### src/rtl/serial_to_parallel_rx.sv
// Per-lane receive deserializer. It slides over the serial stream until it finds
// the COM symbol, locks after COM_COUNT aligned COMs, then emits one byte every 8 bits.
module serial_to_parallel_rx #(
   parameter logic [7:0]  COM_CHAR  = 8'hBC,
   parameter int unsigned COM_COUNT = 4
) (
   input  logic       clk32f,
   input  logic       reset,
   input  logic       data_in,
   output logic [7:0] data_out,
   output logic       valid_out,
   output logic       active
);

   typedef enum logic [1:0] {
      SEARCH  = 2'd0,
      LOCKING = 2'd1,
      ACTIVE  = 2'd2
   } state_t;

   localparam logic [3:0] LP_COM_COUNT = 4'(COM_COUNT);

   state_t     r_state;
   // Only the seven most recent bits are stored, because the incoming bit completes the candidate byte.
   logic [6:0] r_sr;
   logic [2:0] r_bit_cnt;
   logic [3:0] r_bc_cnt;
   logic [7:0] r_data_out;
   logic       r_valid_out;
   logic       r_active;

   logic [7:0] w_nb;
   logic       w_is_com;
   logic       w_byte_done;
   logic [3:0] w_bc_next;

   assign w_nb        = {r_sr, data_in};
   assign w_is_com    = (w_nb == COM_CHAR);
   assign w_byte_done = (r_bit_cnt == 3'd7);
   assign w_bc_next   = (r_bc_cnt == LP_COM_COUNT) ? r_bc_cnt : r_bc_cnt + 4'd1;

   always_ff @(posedge clk32f or negedge reset) begin
      if (!reset) begin
         r_state     <= SEARCH;
         r_sr        <= '0;
         r_bit_cnt   <= '0;
         r_bc_cnt    <= '0;
         r_data_out  <= '0;
         r_valid_out <= 1'b0;
         r_active    <= 1'b0;
      end else begin
         r_sr <= w_nb[6:0];
         case (r_state)
            SEARCH: begin
               if (w_is_com) begin
                  r_bit_cnt <= '0;
                  r_bc_cnt  <= 4'd1;
                  if (LP_COM_COUNT == 4'd1) begin
                     r_state  <= ACTIVE;
                     r_active <= 1'b1;
                  end else begin
                     r_state <= LOCKING;
                  end
               end
            end
            LOCKING: begin
               r_bit_cnt <= r_bit_cnt + 3'd1;
               if (w_byte_done) begin
                  if (w_is_com) begin
                     r_bc_cnt <= w_bc_next;
                     if (w_bc_next == LP_COM_COUNT) begin
                        r_state  <= ACTIVE;
                        r_active <= 1'b1;
                     end
                  end else begin
                     // The failing byte is dropped; sliding restarts on the next bit.
                     r_bc_cnt <= '0;
                     r_state  <= SEARCH;
                  end
               end
            end
            ACTIVE: begin
               r_bit_cnt <= r_bit_cnt + 3'd1;
               if (w_byte_done) begin
                  if (w_is_com) begin
                     r_valid_out <= 1'b0;
                  end else begin
                     r_data_out  <= w_nb;
                     r_valid_out <= 1'b1;
                  end
               end
            end
            default: begin
               r_state <= SEARCH;
            end
         endcase
      end
   end

   assign data_out  = r_data_out;
   assign valid_out = r_valid_out;
   assign active    = r_active;

endmodule

### config.mk
export PLATFORM = sky130hd
export DESIGN_NAME = serial_to_parallel_rx
export DESIGN_NICKNAME = d
export VERILOG_FILES = /design/src/rtl/serial_to_parallel_rx.sv
export SDC_FILE = /design/constraint.sdc
export NUM_CORES = 1
export LEC_CHECK = 0
export ABC_AREA = 1
export BUFFER_PORTS_ARGS = -buffer_cell sky130_fd_sc_hd__buf_4
export CAP_MARGIN = 20
export CORE_MARGIN = 1.5
export CORE_UTILIZATION = 50
export DETAILED_ROUTE_END_ITERATION = 10
export GPL_ROUTABILITY_DRIVEN = 0
export MAX_ROUTING_LAYER = met4
export PLACE_DENSITY = 0.74
export SYNTH_ARGS = -nofsm -noshare
export SYNTH_HDL_FRONTEND = slang
export SYNTH_SLANG_ARGS = --single-unit
export TNS_END_PERCENT = 100
### constraint.sdc
create_clock -name clk32f -period 1.7 [get_ports clk32f]
set_input_delay 0.17 -clock clk32f [delete_from_list [all_inputs] [get_ports clk32f]]
set_output_delay 0.17 -clock clk32f [all_outputs]
set_load 0.005 [all_outputs]
==> reports/results.tsv, run 1 <==
stage	metric	value	unit
clock_network	cts_setup_buffers	0	
global_routing	grt_pass1_vias	905	
timing	fin_setup_tns	0	ns
logic_synthesis	yosysWarnings	0	
floorplanning	core_area	0.00245	mm2
timing	slew_violations	0	
floorplanning	initial_utilization	52.6	%
hold_path	hp-class	in2async	
detailed_routing	wl_per_cell	11.7	um
placement	dp.cells	171	
final_layout	final_cells	177	
timing	min_period	1.59	ns
floorplanning	dieArea	0.00290	mm2
clock_network	clk_path_buf_depth	2	
setup_path	arrival	1.81	ns
final_layout	layout_commonest_cell	nand2_1	
power_and_ir_drop	power.total	0.00166	W
global_routing	grt_pass1_wl	3660	um
setup_path	critical_path_class	reg2reg	
logic_synthesis	yosys.area.top_type	dfrtp_1	
setup_path	slowest_stage	dfrtp_1	
timing	worst_pin_slew	0.319	ns
clock_network	insertion_delay	0.32	ns
final_layout	fin_util	60.3	%
timing	setup_viol	0	
floorplanning	ioPinCount	13	
detailed_routing	vias_per_cell	4.90	
logic_synthesis	yosysTopAreaCellShare	50.4	%
floorplanning	die_h	53.8	um
logic_synthesis	syn-cell-area	0.00129	mm2
logic_synthesis	synth-seq-cells	26	
final_layout	areaGrowthSynthToFinish	14.6	%
setup_path	path_buf_inv	1	
setup_path	critPathMaxStageDelay	0.42	ns
global_routing	overflow	0	
clock_network	root_buffer	clkbuf_4	
floorplanning	die_w	53.8	um
clock_network	cts.sinks	26	
detailed_routing	vias	868	
logic_synthesis	ys_seq_area_share	50.4	%
power_and_ir_drop	peakVddDrop	1.10	mV
timing	clock-skew-final	0.00459	ns
logic_synthesis	synth_cell_types	24	
setup_path	cp.required	1.92	ns
final_layout	nets	158	
global_routing	track_usage	18.1	%
timing	finalHoldViolCount	0	
logic_synthesis	syn_avg_cell_area	9.93	um2
clock_network	path_clk_slew	0.14	ns
clock_network	cts_made_buffers	3	
placement	hpwl	1560	um
setup_path	crit_fanout	12	
timing	fmax	0.630	GHz
clock_network	ctsHtreeMaxLevel	1	
timing	min_period_over_period	93.4	%
detailed_routing	route.detailed.drc	0	
setup_path	critical-path-top-delay-family	flip-flops	
final_layout	layout_common_cells	nand2_1, dfrtp_1, inv_1	
power_and_ir_drop	power_density	1120	mW/mm2
logic_synthesis	syn_inst	130	
setup_path	cp-startpoint	r_bit_cnt[0]	
timing	fin_hold_ws	0.276	ns
global_routing	grt_max_degree	27	
timing	rsz0062_at_grt	false	
setup_path	start_kind	flip-flop	
logic_synthesis	synth_area_leaders	dfrtp_1, nand2_1, ha_1	
final_layout	antenna_cells	0	
setup_path	r2r-start	r_bit_cnt[0]	
final_layout	fillers	214	
setup_path	cpMostUsedCell	ha_1	
floorplanning	row_count	18	
logic_synthesis	syn_nets	140	
setup_path	cp_cell_sequence	ha_1 > ha_1 > nand2_1 > inv_1 > nand2_4 > mux2_2	
timing	slew_headroom	78.7	%
setup_path	cp-end-kind	flip-flop	
detailed_routing	drt-initial-drc-count	5	
detailed_routing	drt-total-wl	2070	um
power_and_ir_drop	p_leak	0.765	nW
detailed_routing	drt_pre_antenna_iters	4	
placement	io_buffers	12	
job	cap_violations	0	
clock_network	cts_tree	built	
final_layout	layout-drive-gt1-share	26.5	%
detailed_routing	ant_nets	0	
outcome	outcome	complete, no violations	
global_routing	antenna_found_initial	0	
## metal layers
metal | wire [um] | global-route usage, % | vias up
li1 | - | - | 448
met3 | 57 | 4.17 | 5
met5 | 0 | - | -
met1 | 949 | 21.1 | 402
met4 | 38 | 8.97 | 0
met2 | 1020 | 29.5 | 13
## cell families (layout without fill, tap and decap cells)
logic type      Yosys count  in the layout  synth area share, %
simple gates             62             62                 24.3
flops                    26             26                 50.4
buf+inv                  17             34                 5.72
compound gates           13             13                 7.56
fa+ha+maj                 7              7                 6.78
mux                       5              5                 5.23
## registers in the layout, summed over array words and instances (netlist names)
signal	flops
data_out	8
r_bit_cnt	3
r_state	2
valid_out	1
active	1
r_sr	7
r_bc_cnt	4
## power by group
group	switching (W)	internal [W]	total, W
Combinational	0.000317	0.000189	0.000505
Sequential	0.0000521	0.000683	0.000735
Clock	0.000182	0.000238	0.000421
## layout make-up
class	count	area, um2	area share, %
Sequential cell	26	651	44.0
Multi-Input combinational cell	87	567	38.3
Timing Repair Buffer	14	110	7.44
Inverter	16	62.6	4.23
Tap cell	30	37.5	2.54
Clock inverter	1	30.0	2.03
Clock buffer	3	22.5	1.52
## synthesized netlist by cell type (all sizes together)
cell type / instances
and2: 1
buf: 1
dfrtp: 26
ha: 7
inv: 16
mux2: 5
nand2: 41
nand3: 9
nand4: 2
nor2: 8
o211ai: 1
o21ai: 10
o21bai: 2
or2: 1
## final timing paths
check                      cells past startpoint  slack, ns           to
max                                            6       0.11  data_out[2]
min                                            2       0.28  data_out[1]
max reg2reg                                    6       0.11  data_out[2]
min reg2reg                                    0       0.39      r_sr[1]
max in group asynchronous                      2       1.18  r_bc_cnt[3]
min in group clk32f                            0       0.39      r_sr[1]
## per-stage QoR
| step | area, um2 | setup slack (ns) |
|---|---|---|
| after floorplan | 1290 | 0.205 |
| after global placement | 1410 | 0.188 |
| after detailed placement | 1410 | 0.130 |
| after CTS | 1480 | 0.106 |
| after global routing | 1480 | 0.0365 |
| final | 1480 | 0.112 |
## repair_timing
item | in CTS | in global routing
endpoints found under the setup margin | 0 | 0
hold buffers | 2 | 0
hold endpoints to repair | 27 | 0
resized for setup | 0 | 0
No activity file was read; power rests on OpenSTA's default activity.
==> inputs of run 2 (changes only) <==
Settings changed: ABC_AREA 1 to not set.
Clock period 1.7 ns to 1.9 ns, I/O delays scaled along.
==> run 2 against run 1 <==
Clock skew up 0.0020 ns. Clock power shrank 9.0%. Largest cell class unchanged. Power down 23%. Critical path type unchanged. Die area decreased by 0.46%. Sequential cell count did not move.
==> reports/results.tsv, run 2 <==
stage	metric	value	unit
setup_path	path_buf_inv	1	
setup_path	crit_fanout	6	
logic_synthesis	syn_inst	102	
detailed_routing	drt_pre_antenna_iters	4	
clock_network	cts.sinks	26	
final_layout	seqCellArea	652	um2
timing	finalHoldViolCount	0	
detailed_routing	vias	860	
setup_path	critPathMaxStageDelay	0.45	ns
global_routing	grt_pass1_vias	792	
logic_synthesis	yosysTopAreaCellShare	50.6	%
logic_synthesis	synthXorXnorAreaFrac	0	%
setup_path	cp.required	2.12	ns
logic_synthesis	synth_top_family_by_area	compound AO/OA/AOI/OAI gates	
logic_synthesis	yosysWarnings	0	
logic_synthesis	syn_avg_cell_area	12.6	um2
clock_network	cts_made_buffers	3	
final_layout	final_design_area_no_fill	0.00153	mm2
floorplanning	dieArea	0.00288	mm2
timing	clock-skew-final	0.00657	ns
setup_path	start_kind	flip-flop	
final_layout	largest_reg_flops	8	
logic_synthesis	synth_cell_types	36	
final_layout	antenna_cells	0	
job	cap_violations	0	
final_layout	layout-drive-gt1-share	32.0	%
logic_synthesis	yosys.area.top_type	dfrtp_1	
final_layout	areaGrowthSynthToFinish	19.2	%
logic_synthesis	ys_seq_area_share	50.6	%
logic_synthesis	synth-simple-area-share	14.7	%
power_and_ir_drop	power_density	833	mW/mm2
timing	worst_pin_slew	0.395	ns
logic_synthesis	synth_mux_area_share	9.06	%
clock_network	clk_path_buf_depth	2	
logic_synthesis	yosysMostFrequentCell	dfrtp_1	
logic_synthesis	synth_fa_ha_area_share	6.82	%
clock_network	path_clk_slew	0.14	ns
floorplanning	die_h	53.7	um
final_layout	final_cells	155	
logic_synthesis	synth_ff_type	dfrtp_1	
floorplanning	row_count	18	
power_and_ir_drop	p_leak	0.771	nW
timing	fmax	0.560	GHz
clock_network	ctsHtreeMaxLevel	1	
setup_path	cp-end-kind	flip-flop	
final_layout	layout_commonest_cell	dfrtp_1	
placement	io_buffers	12	
global_routing	grt_pass1_wl	3460	um
final_layout	fin_util	62.4	%
placement	place_area	0.00142	mm2
logic_synthesis	synth-seq-cells	26	
floorplanning	initial_utilization	52.3	%
floorplanning	core_area	0.00245	mm2
logic_synthesis	synth_compound_area_share	15.2	%
floorplanning	ioPinCount	13	
timing	min_period	1.79	ns
logic_synthesis	synth_common_cells	dfrtp_1, a21oi_1	
clock_network	root_buffer	clkbuf_4	
setup_path	arrival	2.00	ns
floorplanning	die_w	53.7	um
final_layout	multi_input_area	593	um2
detailed_routing	route.detailed.drc	0	
setup_path	slowest_stage	dfrtp_2	
clock_network	insertion_delay	0.33	ns
global_routing	grt_max_degree	27	
final_layout	fillers	195	
placement	hpwl	1600	um
global_routing	antenna_found_initial	0	
final_layout	nets	136	
global_routing	overflow	0	
timing	min_period_over_period	94.0	%
placement	dp.cells	145	
final_layout	layout_common_cells	dfrtp_1, buf_4, a21oi_1	
outcome	outcome	complete, no violations	
detailed_routing	drt-total-wl	2360	um
logic_synthesis	synth_area_leaders	dfrtp_1, mux2_4, ha_1	
detailed_routing	ant_nets	0	
global_routing	track_usage	17.7	%
clock_network	cts_tree	built	
timing	slew_violations	0	
hold_path	hp-class	in2async	
setup_path	critical_path_class	reg2reg	
setup_path	r2r-start	r_bc_cnt[0]	
power_and_ir_drop	power.total	0.00128	W
setup_path	cp_cell_sequence	inv_1 > ha_1 > nor2b_4 > o211a_1 > nor4b_4 > nand4b_1 > o211ai_1	
logic_synthesis	syn_nets	112	
timing	slew_headroom	73.6	%
detailed_routing	drt-initial-drc-count	10	
timing	setup_viol	0	
setup_path	cp-startpoint	r_bc_cnt[0]	
logic_synthesis	synthArstFlopShare	100	%
detailed_routing	vias_per_cell	5.55	
logic_synthesis	syn-cell-area	0.00128	mm2
timing	fin_hold_ws	0.283	ns
detailed_routing	wl_per_cell	15.2	um
setup_path	critical-path-top-delay-family	simple AND/OR/NAND/NOR gates	
logic_synthesis	synth_edf_count	0	
power_and_ir_drop	peakVddDrop	0.732	mV
[run 2: final cells by class]
cell class / count / area share (%)
Sequential cell: 26 / 42.6
Multi-Input combinational cell: 66 / 38.7
Timing Repair Buffer: 22 / 11.1
Tap cell: 30 / 2.45
Clock inverter: 1 / 1.96
Inverter: 7 / 1.72
Clock buffer: 3 / 1.47
[run 2: worst paths after layout]
| kind | to | slack [ns] | cells after the start |
|---|---|---|---|
| hold / removal | data_out[3] | 0.28 | 2 |
| setup / recovery | r_state[0] | 0.11 | 7 |
| max in group asynchronous | r_bc_cnt[0] | 1.34 | 2 |
| hold reg to reg | r_sr[6] | 0.42 | 0 |
| min in group clk32f | r_sr[6] | 0.42 | 0 |
| setup reg to reg | r_state[0] | 0.11 | 7 |
[run 2: routing by layer]
layer  vias to the layer above  GRT usage, %  wire (um)
met1                       430          20.6       1080
met3                         4          5.00         81
met5                         -             -          0
met2                        16          29.7       1170
met4                         0          5.13         23
li1                        410             -          -
[run 2: kinds of logic after synthesis]
family | Yosys count
simple gates | 25
buf+inv | 10
compound gates | 26
flops | 26
mux | 8
fa+ha+maj | 7
[run 2: through the flow]
stage	TNS (ns)	setup slack, ns
floorplan	0	0.106
global placement	0	0.0939
detailed placement	0	0.00653
CTS	0	0.0461
global route	-0.00389	-0.00389
finish	0	0.115
[run 2: repair_timing]
item	CTS	global route
endpoints found under the hold margin	26	1
hold buffers	1	1
gates resized for setup	1	1
pin swaps	0	1
setup buffers	0	4
setup endpoints to repair	1	2
[run 2: power by group]
part	switching, W	internal [W]	leakage, nW
Combinational	0.000124	0.000111	0.416
Clock	0.000169	0.000214	0.0279
Sequential	0.0000609	0.000597	0.328
Total	0.000354	0.000921	0.771
==> inputs of run 3 (changes only) <==
Clock period 1.9 ns to 1.7 ns, I/O delays scaled along.
==> run 3 against run 2 <==
Register-to-register slack lost 0.11 ns. Power grew 17%. Utilization grew 2.5 points. Cell count grew 1.9%. Die area is the same. Global-route usage grew 1.1 points. Highest routed layer unchanged. Worst hold slack lost 0.0012 ns. Sequential share of layout area shrank 1.7 points.
==> reports/results.tsv, run 3 (synthesized netlist as in run 2, its figures left out) <==
stage	metric	value	unit
outcome	outcome	complete, no violations	
final_layout	fin_util	64.9	%
job	cap_violations	0	
floorplanning	die_h	53.7	um
placement	dp_slack	-0.0172	ns
clock_network	cts_made_buffers	3	
detailed_routing	ant_nets	0	
detailed_routing	wl_per_cell	14.9	um
setup_path	cp-end-kind	flip-flop	
floorplanning	initial_utilization	52.3	%
detailed_routing	vias	852	
final_layout	antenna_cells	0	
timing	min_period_over_period	99.9	%
setup_path	arrival	1.90	ns
final_layout	fillers	184	
setup_path	critical_path_class	reg2reg	
global_routing	grt_pass1_vias	832	
setup_path	critical-path-top-delay-family	simple AND/OR/NAND/NOR gates	
placement	dp.cells	148	
final_layout	layout-drive-gt1-share	38.3	%
final_layout	nets	139	
detailed_routing	drt-total-wl	2350	um
clock_network	clk_path_buf_depth	2	
detailed_routing	drt_pre_antenna_iters	4	
timing	min_period	1.70	ns
global_routing	antenna_found_initial	0	
placement	hpwl	1660	um
final_layout	layout_common_cells	dfrtp_1, buf_4, a21oi_1, nand2_1, mux2_4	
power_and_ir_drop	peakVddDrop	0.709	mV
timing	setup_ws	0.00253	ns
timing	slew_headroom	75.8	%
floorplanning	die_w	53.7	um
global_routing	grt_max_degree	27	
setup_path	cp_cell_sequence	inv_2 > ha_4 > nor2b_4 > o211a_1 > nor4b_4 > nand4b_1 > o211ai_1	
placement	io_buffers	12	
final_layout	seqCellArea	651	um2
floorplanning	core_area	0.00245	mm2
timing	slew_violations	0	
detailed_routing	vias_per_cell	5.39	
setup_path	crit_fanout	4	
final_layout	layout_commonest_cell	dfrtp_1	
timing	setup_viol	0	
power_and_ir_drop	power_density	935	mW/mm2
timing	finalHoldViolCount	0	
clock_network	root_buffer	clkbuf_4	
setup_path	cp.required	1.90	ns
floorplanning	row_count	18	
clock_network	path_clk_slew	0.13	ns
global_routing	overflow	0	
clock_network	cts.sinks	26	
timing	rsz0062_at_grt	true	
floorplanning	ioPinCount	13	
clock_network	cts_tree	built	
final_layout	final_cells	158	
final_layout	areaGrowthSynthToFinish	24.1	%
setup_path	critPathMaxStageDelay	0.41	ns
detailed_routing	drt-initial-drc-count	6	
global_routing	track_usage	18.8	%
clock_network	ctsHtreeMaxLevel	1	
final_layout	largest_reg_flops	8	
power_and_ir_drop	p_leak	0.790	nW
detailed_routing	route.detailed.drc	0	
setup_path	start_kind	flip-flop	
setup_path	path_buf_inv	1	
hold_path	hp-class	in2async	
final_layout	multi_input_area	631	um2
timing	fmax	0.589	GHz
floorplanning	dieArea	0.00288	mm2
global_routing	grt_pass1_wl	3800	um
timing	clock-skew-final	0.00202	ns
timing	worst_pin_slew	0.362	ns
setup_path	slowest_stage	dfrtp_1	
clock_network	insertion_delay	0.32	ns
## run 3: cell types whose count changed in the layout (fill, tap and decap cells not counted), moves of 2 or more
cell   before  now
inv_2       0    2
ha_2        0    2
ha_1        7    4
buf_4      20   22
inv_1       7    5
## run 3: path summary, 6_finish.rpt
kind                              from      endpoint  slack (ns)  depth (start not counted)
hold / removal                   reset   data_out[2]        0.28                          2
setup / recovery           r_bc_cnt[1]    r_state[0]       0.003                          7
min in group clk32f            r_sr[5]       r_sr[6]        0.42                          0
hold reg to reg                r_sr[5]       r_sr[6]        0.42                          0
setup reg to reg           r_bc_cnt[1]    r_state[0]       0.003                          7
max in group asynchronous        reset  r_bit_cnt[2]        1.17                          2
## run 3: where the power goes
part / leakage (nW) / internal (W) / switching [W]
clock: 0.0279 / 0.000238 / 0.000177
sequential: 0.328 / 0.000667 / 0.0000789
combinational: 0.434 / 0.000173 / 0.000156
## run 3: worst reg2reg max path, stage by stage, from the launching register on
cell and delay, ns:
dfrtp_1 0.41, inv_2 0.07, ha_4 0.16, nor2b_4 0.13, o211a_1 0.24, nor4b_4 0.31
nand4b_1 0.16, o211ai_1 0.10
## run 3: metrics by stage
step | total power [W] | setup TNS (ns) | area (um2) | hold slack [ns]
2_1_floorplan | 0.000935 | 0 | 1290 | -0.126
3_3_place_gp | 0.00101 | 0 | 1450 | 0.0895
3_5_place_dp | 0.00103 | -0.0172 | 1450 | 0.0945
4_1_cts | 0.00145 | -0.0160 | 1520 | 0.000351
5_1_grt | 0.00157 | -0.259 | 1590 | 0.307
6_report | 0.00149 | 0 | 1590 | 0.282
## run 3: per-layer routing
metal  part of all wire (%)  global-route usage (%)  up-vias
li1                       -                       -      418
met1                     46                    22.9      419
met2                     50                    31.5       13
met3                    3.0                    5.00        2
met4                   0.60                    3.85        0
met5                      0                       -        -
## run 3: area by class of cell
| class | count | share of cell area, % |
|---|---|---|
| clock buffers | 3 | 1.41 |
| clock inverters | 1 | 1.88 |
| inverters | 7 | 1.65 |
| multi-input cells | 66 | 39.6 |
| flip-flops and latches | 26 | 40.8 |
| well taps | 30 | 2.35 |
| repair buffers | 25 | 12.3 |
## run 3: timing repair
action                     CTS  global route
hold buffers                 1             1
pin swaps                    0             7
setup endpoints to repair    1            11
hold endpoints to repair    26             1
setup buffers                0             4
gates resized for setup      4             6
